**config.mk**
```make
export PLATFORM = sky130hd
export DESIGN_NAME = vita_tx_scheduler
export DESIGN_NICKNAME = d
export VERILOG_FILES = /design/src/rtl/vita_tx_scheduler_pkg.sv /design/src/rtl/vita_tx_scheduler_setting_reg.sv /design/src/rtl/vita_tx_scheduler.sv
export SDC_FILE = /design/constraint.sdc
export NUM_CORES = 1
export LEC_CHECK = 0
export ABC_AREA = 1
export CAP_MARGIN = 30
export CORE_MARGIN = 2
export CORE_UTILIZATION = 35
export CTS_CLUSTER_DIAMETER = 60
export CTS_CLUSTER_SIZE = 12
export DETAILED_ROUTE_END_ITERATION = 10
export MAX_ROUTING_LAYER = met4
export PLACE_DENSITY = 0.82
export SLEW_MARGIN = 30
export SYNTH_ARGS = -nofsm -noshare
export SYNTH_HDL_FRONTEND = slang
export SYNTH_SLANG_ARGS = --single-unit
```
**constraint.sdc**
```tcl
create_clock -name clk -period 2.15 [get_ports clk]
set_input_delay 0.215 -clock clk [delete_from_list [all_inputs] [get_ports clk]]
set_output_delay 0.215 -clock clk [all_outputs]
set_load 0.1 [all_outputs]
```
**src/rtl/vita_tx_scheduler_pkg.sv**
```systemverilog
// vita_tx_scheduler_pkg
// Shared definitions for the VITA TX scheduler: FSM state encoding,
// bit offsets of the fields inside a sample-FIFO line, error codes and
// the saturating error-counter increment.
package vita_tx_scheduler_pkg;

    typedef enum logic [1:0] {
        ST_IDLE  = 2'd0,
        ST_WAIT  = 2'd1,
        ST_RUN   = 2'd2,
        ST_ERROR = 2'd3
    } state_t;

    // Sample-FIFO line layout, LSB upward
    localparam int TIME_LSB     = 0;
    localparam int FLD_EOF      = 64;
    localparam int FLD_EOB      = 65;
    localparam int FLD_SOB      = 66;
    localparam int FLD_HAS_TIME = 67;
    localparam int SAMP_LSB     = 68;

    localparam logic [3:0] ERR_NONE     = 4'd0;
    localparam logic [3:0] ERR_UNDERRUN = 4'd1;
    localparam logic [3:0] ERR_LATE     = 4'd2;

    function automatic logic [15:0] sat_inc16(input logic [15:0] v);
        return (v == 16'hFFFF) ? v : v + 16'd1;
    endfunction

endpackage

```
**src/rtl/vita_tx_scheduler_setting_reg.sv**
```systemverilog
// setting_reg
// One settings-bus register. Captures data_i when strobe_i is high and
// addr_i matches MY_ADDR; changed_o pulses for one cycle on each write.
// Ports:
//   clk, reset          clock, synchronous active-high reset
//   strobe_i            settings-bus write strobe
//   addr_i  [7:0]       settings-bus address
//   data_i  [WIDTH-1:0] settings-bus data (low WIDTH bits)
//   out_o   [WIDTH-1:0] register value
//   changed_o           one-cycle pulse after a write
module setting_reg #(
    parameter logic [7:0]       MY_ADDR  = 8'd0,
    parameter int               WIDTH    = 32,
    parameter logic [WIDTH-1:0] AT_RESET = '0
) (
    input  logic             clk,
    input  logic             reset,
    input  logic             strobe_i,
    input  logic [7:0]       addr_i,
    input  logic [WIDTH-1:0] data_i,
    output logic [WIDTH-1:0] out_o,
    output logic             changed_o
);

    logic [WIDTH-1:0] val_q;
    logic             changed_q;

    always_ff @(posedge clk) begin
        if (reset) begin
            val_q     <= AT_RESET;
            changed_q <= 1'b0;
        end else if (strobe_i && (addr_i == MY_ADDR)) begin
            val_q     <= data_i;
            changed_q <= 1'b1;
        end else begin
            changed_q <= 1'b0;
        end
    end

    assign out_o     = val_q;
    assign changed_o = changed_q;

endmodule

```
**src/rtl/vita_tx_scheduler.sv**
```systemverilog
// vita_tx_scheduler
// Holds each TX burst at the head of the sample FIFO until its timestamp
// equals the current VITA time, then releases one line per DSP strobe.
// Late bursts and underruns are reported and the rest of the faulty burst
// is flushed so the next burst starts clean.
// Ports:
//   clk, reset, clear        clock, sync active-high reset, sync soft reset
//   set_stb/addr/data        settings bus (BASE+0 bit0 = late_policy)
//   vita_time [63:0]         current time {secs, tics}
//   sample_fifo_i            FIFO head line {samples, has_time, sob, eob, eof, time}
//   sample_fifo_src_rdy_i    head line valid
//   sample_fifo_dst_rdy_o    pop head line
//   strobe                   DSP requests one sample line
//   sample_o                 samples to DSP, zero when not releasing
//   run                      burst active
//   error, error_code        one-cycle error pulse, last error code
//   err_count                saturating error counter
module vita_tx_scheduler
    import vita_tx_scheduler_pkg::*;
#(
    parameter logic [7:0] BASE    = 8'd0,
    parameter int         MAXCHAN = 1
) (
    input  logic                          clk,
    input  logic                          reset,
    input  logic                          clear,
    input  logic                          set_stb,
    input  logic [7:0]                    set_addr,
    input  logic [31:0]                   set_data,
    input  logic [63:0]                   vita_time,
    input  logic [SAMP_LSB+32*MAXCHAN-1:0] sample_fifo_i,
    input  logic                          sample_fifo_src_rdy_i,
    output logic                          sample_fifo_dst_rdy_o,
    input  logic                          strobe,
    output logic [32*MAXCHAN-1:0]         sample_o,
    output logic                          run,
    output logic                          error,
    output logic [3:0]                    error_code,
    output logic [15:0]                   err_count
);

    logic        late_policy;
    logic        policy_changed_unused;
    logic        unused_fields;

    setting_reg #(
        .MY_ADDR (BASE),
        .WIDTH   (1),
        .AT_RESET(1'b0)
    ) u_policy (
        .clk      (clk),
        .reset    (reset),
        .strobe_i (set_stb),
        .addr_i   (set_addr),
        .data_i   (set_data[0:0]),
        .out_o    (late_policy),
        .changed_o(policy_changed_unused)
    );

    logic [63:0]            line_time;
    logic                   line_eob;
    logic                   line_has_time;
    logic [32*MAXCHAN-1:0]  line_samples;

    assign line_time     = sample_fifo_i[TIME_LSB +: 64];
    assign line_eob      = sample_fifo_i[FLD_EOB];
    assign line_has_time = sample_fifo_i[FLD_HAS_TIME];
    assign line_samples  = sample_fifo_i[SAMP_LSB +: 32*MAXCHAN];

    // eof and sob carry no meaning for scheduling; sob is implied by IDLE
    assign unused_fields = ^{sample_fifo_i[FLD_EOF], sample_fifo_i[FLD_SOB],
                             set_data[31:1], policy_changed_unused};

    state_t      state_q;
    logic        error_q;
    logic [3:0]  error_code_q;
    logic [15:0] err_count_q;

    logic        time_match;
    logic        time_late;
    logic        err_det;
    logic [3:0]  err_det_code;

    assign time_match = (vita_time == line_time);
    assign time_late  = (vita_time > line_time);

    always_comb begin
        err_det      = 1'b0;
        err_det_code = ERR_NONE;
        case (state_q)
            ST_WAIT: if (sample_fifo_src_rdy_i && !time_match && time_late) begin
                err_det      = 1'b1;
                err_det_code = ERR_LATE;
            end
            // a strobe finding no head line is an underrun; a strobe that
            // pops the eob line ends the burst cleanly instead
            ST_RUN: if (strobe && !sample_fifo_src_rdy_i) begin
                err_det      = 1'b1;
                err_det_code = ERR_UNDERRUN;
            end
            default: ;
        endcase
    end

    always_ff @(posedge clk) begin
        if (reset || clear) begin
            state_q      <= ST_IDLE;
            error_q      <= 1'b0;
            error_code_q <= ERR_NONE;
            err_count_q  <= 16'd0;
        end else begin
            error_q <= 1'b0;
            case (state_q)
                ST_IDLE: if (sample_fifo_src_rdy_i)
                    state_q <= line_has_time ? ST_WAIT : ST_RUN;
                ST_WAIT: if (sample_fifo_src_rdy_i) begin
                    if (time_match)
                        state_q <= ST_RUN;
                    else if (time_late)
                        state_q <= late_policy ? ST_RUN : ST_ERROR;
                end
                ST_RUN: if (strobe) begin
                    if (!sample_fifo_src_rdy_i)
                        state_q <= ST_ERROR;
                    else if (line_eob)
                        state_q <= ST_IDLE;
                end
                ST_ERROR: if (sample_fifo_src_rdy_i && line_eob)
                    state_q <= ST_IDLE;
                default: state_q <= ST_IDLE;
            endcase
            if (err_det) begin
                error_q      <= 1'b1;
                error_code_q <= err_det_code;
                err_count_q  <= sat_inc16(err_count_q);
            end
        end
    end

    assign run                   = (state_q == ST_RUN);
    assign sample_fifo_dst_rdy_o = ((state_q == ST_RUN) && strobe) || (state_q == ST_ERROR);
    assign sample_o              = ((state_q == ST_RUN) && sample_fifo_src_rdy_i) ? line_samples : '0;
    assign error                 = error_q;
    assign error_code            = error_code_q;
    assign err_count             = err_count_q;

endmodule

```
Word level (Yosys, flattened, before mapping)
Index checks and enable logic that the tools add are counted.
Cells by class
  bitwise logic cells: 1
  reductions and logical operators: 15
  eq/ne operators: 11
  mux-type cells: 19
  add/sub/neg operators: 1
  magnitude comparators: 1
Operators with widths (number)
  $eq 64x64->1: 1
  $gt 64x64->1: 1
  $mux 32: 1
  $mux 2: 10
  $add 16x1->16 const B: 1
  $eq 16x16->1 const B: 1
  $logic_not 8->1: 1
  $ne 2x2->1 const B: 4
  $pmux 2 s4: 1
  $logic_and 1x1->1: 7
  $ne 3x3->1 const B: 2
  $reduce_and 6->1: 1
  $mux 1: 5
  $eq 2x2->1 const B: 2
  $pmux 2 s2: 1
  $eq 2x1->1 const B: 1
  $logic_not 1->1: 2
  $logic_not 2->1: 1
  $logic_or 1x1->1: 2
  $pmux 1 s2: 1
  $reduce_and 2->1: 1
  $not 1->1: 1
Storage, ports and cells
  word-level logic and storage cells: 53
  flip-flop bits (word level): 24
  input bits: 210
  output and inout port bits: 55

Longest topological paths before layout
  depth in word-level cells: 7
  depth in mapped cells: 21
  gate-level depth less buffers: 20

Cells and area by module
A second synthesis with hierarchy kept.
Second synthesis, totals
  cell total of the unflattened synthesis: 541
  area total of the unflattened synthesis: 3383.2 um2
Modules (own cells, without submodules)
  vita_tx_scheduler: cells an instance 522, times used 1, area each 3258.1 um2, sequential area each 420.4 um2
  setting_reg: cells an instance 19, times used 1, area each 125.1 um2, sequential area each 40.0 um2

Worst setup path before layout
OpenSTA, ideal clock, no wires.
  kind: flip-flop to output port
  from: reg state_q[0]
  to: out sample_o[10]
  buffers on the path: 1
  required time: 1.935 ns
  arrival: 3.058 ns
  slack: -1.123 ns
  cell stages (with the launch flop): 6
  cells stage by stage: dfxtp_1 > inv_1 > ha_1 > nand2_1 > clkbuf_1 > nor2_1
On the way
  cells in the longest elaborated chain, start to end: 3
Ends and longest elaborated chain
  start, declared: line vita_tx_scheduler.sv:74  | state_t state_q;
  start signal, assigned: line vita_tx_scheduler.sv:115  | state_q <= line_has_time ? ST_WAIT : ST_RUN;
  start signal, assigned: line vita_tx_scheduler.sv:120  | state_q <= late_policy ? ST_RUN : ST_ERROR;
  $eq 2x2->1
  named net run: line vita_tx_scheduler.sv:36  | output logic run,
  $logic_and 1x1->1: line vita_tx_scheduler.sv:142  | assign sample_o = ((state_q == ST_RUN) && sample_fifo_src_rdy_i) ? line_samples : '0;
  $mux 32: line vita_tx_scheduler.sv:142
  end, declared: line vita_tx_scheduler.sv:35  | output logic [32*MAXCHAN-1:0] sample_o,
The timed path passes the listed nets, and every way through them passes these cells.

Worst setup path in the final report
  from: in vita_time[7]
  to: reg err_count_q[7] (netlist: err_count[7])
On the way
  cells in the longest elaborated chain, start to end: 7
Ends and longest elaborated chain
  start, declared: line vita_tx_scheduler.sv:30  | input logic [63:0] vita_time,
  branches (longest 3 deep; another with $gt 64x64->1)
  $logic_and 1x1->1 (*): line vita_tx_scheduler.sv:91  | ST_WAIT: if (sample_fifo_src_rdy_i && !time_match && time_late) begin
  $mux 1 (*): line vita_tx_scheduler.sv:91
  $pmux 1 s2 (*): line vita_tx_scheduler.sv:90  | case (state_q)
  $reduce_and 2->1 (no line) (*)
  end signal, assigned: line vita_tx_scheduler.sv:135  | err_count_q <= sat_inc16(err_count_q);
  end, declared: line vita_tx_scheduler.sv:77  | logic [15:0] err_count_q;
Mark *: on every way between the ends.
A chain may end at the register's enable or synchronous reset.

==> results.yml <==
die:
  rows: 36
  io_pins: 265
  fp.dieH_um: 103
  initial_core_util: 0.355
  core-area_um2: 9590
  dieArea_um2: 10500
  die_w_um: 103
setup_path:
  crit_path_start_kind: "input pin"
  cp_top_family: "simple AND/OR/NAND/NOR gates"
  arrival_ns: 2.44
  worstPathMaxFanout: 8
  worstSetupPathType: "in2reg"
  path_common_cell: "nand2_1"
  end_kind: "register"
  crit_chain: "clkdlybuf4s50_1 > ha_4 > a21o_1 > nor2_1 > nand2_1 > nand2_1 > nand2_1 > nand2_2 > nand2_2 > nand2_2 > nand2_4 > nand2_8 > nand2_8 > nand2_8 > nand2_1 > a21oi_2"
  slowest_stage: "clkdlybuf4s50_1"
  worst_ep_required_time_ns: 2.36
  slowest_delay_ns: 0.54
  worst-path-buf-inv: 1
power_and_ir_drop:
  p_leak_nw: 3.36
  p_total_w: 0.00202
  p_per_area_nw_per_um2: 273
  irDropWorstVdd_mv: 0.211
grt:
  grt_pass1_wl_um: 19100
  grt_antenna_before_repair: 6
  grt_pass1_vias: 4263
  track_usage: 0.233
  grt_max_degree: 20
  overflow: 0
layout:
  area_growth_pct: 118
  final_area_um2: 7420
  fillers: 618
  drive_gt1_frac: 0.342
  nets: 1061
status:
  violations: "negative setup slack"
  status: "complete, but fails checks"
sta:
  fin_crit_sh: 1.04
  finalSetupViolations: 17
  finalMaxSlewViolations: 0
  fin_ws_ns: -0.0797
  period_minus_slack_ns: 2.23
  finClkSkew_ns: 0.00715
  max_freq_mhz: 448
  rsz0062_at_grt: "true"
  hold_viol: 0
  tns_ns: -0.718
place:
  dpl_cell_area_um2: 6450
  hpwl_um: 10600
  place_congestion: 0.938
  io_buffers: 229
yosys:
  yosysSeqAreaShare: 0.129
  synthFlopType: "dfxtp_1"
  synthDistinctLibCells: 36
  synthCells: 540
  ys_warn_count: 0
  ys_ff_latch: 22
  synthArstFlopShare: 0
  syn-cell-area_um2: 3410
  avgSynthCellArea_um2: 6.31
  synth_edf_count: 0
clock_tree:
  clkLatencyLatePin_ns: 0.27
  cts-hold-fix-buffers: 0
  cts_root_buf: "clkbuf_8"
  cts_sinks: 22
  htree_levels: 1
  cts-buffers-inserted: 3
  clk_pin_slew_ns: 0.09
  clock_path_buffers: 2
  cts_tree: "done"
drt:
  wl_um: 15300
  drcViolationCount: 0
  vias: 4606
  via_per_inst: 5.01
  drt_iter0_markers: 112
  ant_nets: 0
  routedWlPerCell_um: 16.6
  drt_pass1_iterations: 5
min_path:
  min_path_type: "reg2reg"
job:
  maxCapViolCount: 0
## worst reg2reg max path, stage by stage, from the launching register on
cell	delay [ns]
dfxtp_1	0.34
inv_1	0.19
ha_4	0.20
inv_1	0.06
nor2_1	0.23
nand3_2	0.38
nand2_8	0.27
nand2_8	0.11
nand2_1	0.11
a21oi_2	0.05
## flip-flops by register name, indices dropped and copies added, names as in the netlist
signal,count
u_policy.out_o,1
error_code,2
error,1
err_count,16
state_q,2
## report_power, final
| group | leakage (nW) | internal [W] | switching [W] |
|---|---|---|---|
| registers | 0.185 | 0.000410 | 0.00000375 |
| logic | 3.14 | 0.000604 | 0.000605 |
| clock network | 0.0357 | 0.000249 | 0.000149 |
| total | 3.36 | 0.00126 | 0.000757 |
## stage by stage
stage	cells	util	hold slack, ns	setup WS, ns
after floorplan	541	-	0.293	0.0208
after global placement	904	0.672	0.452	-0.229
after detailed placement	904	0.672	0.464	-0.357
after CTS	911	0.687	0.474	0.00188
after global routing	919	0.773	0.478	-0.146
final	919	0.773	0.467	-0.0797
## synthesized netlist by cell type (all sizes together), types with 3 or more instances
cell / n / area share
nor4: 3 / 0.0055
o21a: 3 / 0.0066
nand2: 102 / 0.13
nand3: 26 / 0.038
inv: 131 / 0.14
a21o: 3 / 0.0066
or2: 3 / 0.0055
dfxtp: 22 / 0.13
nand4: 7 / 0.017
ha: 70 / 0.26
nor2: 65 / 0.074
o21ai: 15 / 0.023
clkbuf: 5 / 0.0055
nor3: 10 / 0.018
xnor2: 3 / 0.0077
buf: 4 / 0.011
xor2: 11 / 0.028
a21oi: 50 / 0.082
## path summary, 6_finish.rpt
kind	start	to	slack (ns)	depth (start not counted)
worst max register to register	state_q[0]	err_count[7]	0.10	9
worst max-delay path	vita_time[7]	err_count[7]	-0.08	16
worst min-delay path	err_count[15]	err_count[15]	0.47	2
worst min register to register	err_count[15]	err_count[15]	0.47	2
## area by class of cell
class	count	area (um^2)	area share
well taps	133	166	0.0224
multi-input cells	381	3470	0.468
inverters	132	495	0.0668
clock buffers	3	41.3	0.00557
repair buffers	241	2740	0.369
clock inverters	1	30.0	0.00405
flip-flops and latches	22	458	0.0618
diodes	6	15.0	0.00202
## routing by layer
metal | global-route usage | routed length [um] | vias to the layer above
li1 | - | - | 2182
met1 | 0.225 | 5080 | 2140
met2 | 0.451 | 8200 | 218
met3 | 0.0400 | 1280 | 66
met4 | 0.0985 | 714 | 0
met5 | - | 0 | -
## layout by cell type (no fill, tap or decap), drive strengths merged
cell,netlist,layout
or2,3,3
a21oi,50,50
o21bai,1,1
ha,70,70
nor3,10,10
o21ai,15,15
nor2,65,65
dlymetal6s2s,0,23
clkinv,1,1
a211oi,1,1
clkbuf,5,3
a21boi,1,1
nand2,102,105
xor2,11,11
a21o,3,3
xnor2,3,3
o21a,3,3
nor4,3,3
clkdlybuf4s50,0,148
buf,4,65
inv,131,131
o22ai,1,1
bufinv,0,1
nor2b,1,1
dfxtp,22,22
nand4,7,7
conb,1,2
diode,0,6
dlygate4sd2,0,5
nand3,26,26
## kinds of logic after synthesis
| kind of cell | Yosys count | share of synthesized area |
|---|---|---|
| buf+inv | 141 | 0.162 |
| flops | 22 | 0.129 |
| fa+ha+maj | 70 | 0.257 |
| simple gates | 217 | 0.288 |
| other cells | 1 | 0.00110 |
| compound gates | 75 | 0.127 |
| xor+xnor | 14 | 0.0360 |
## what timing repair did
action,4_1_cts,5_1_grt
resized for setup,14,161
setup endpoints to repair,14,21
endpoints found under the hold margin,0,0
setup buffers,0,2
gates cloned,3,0
pin swaps,9,54
Power figures use the tool's default switching activity.
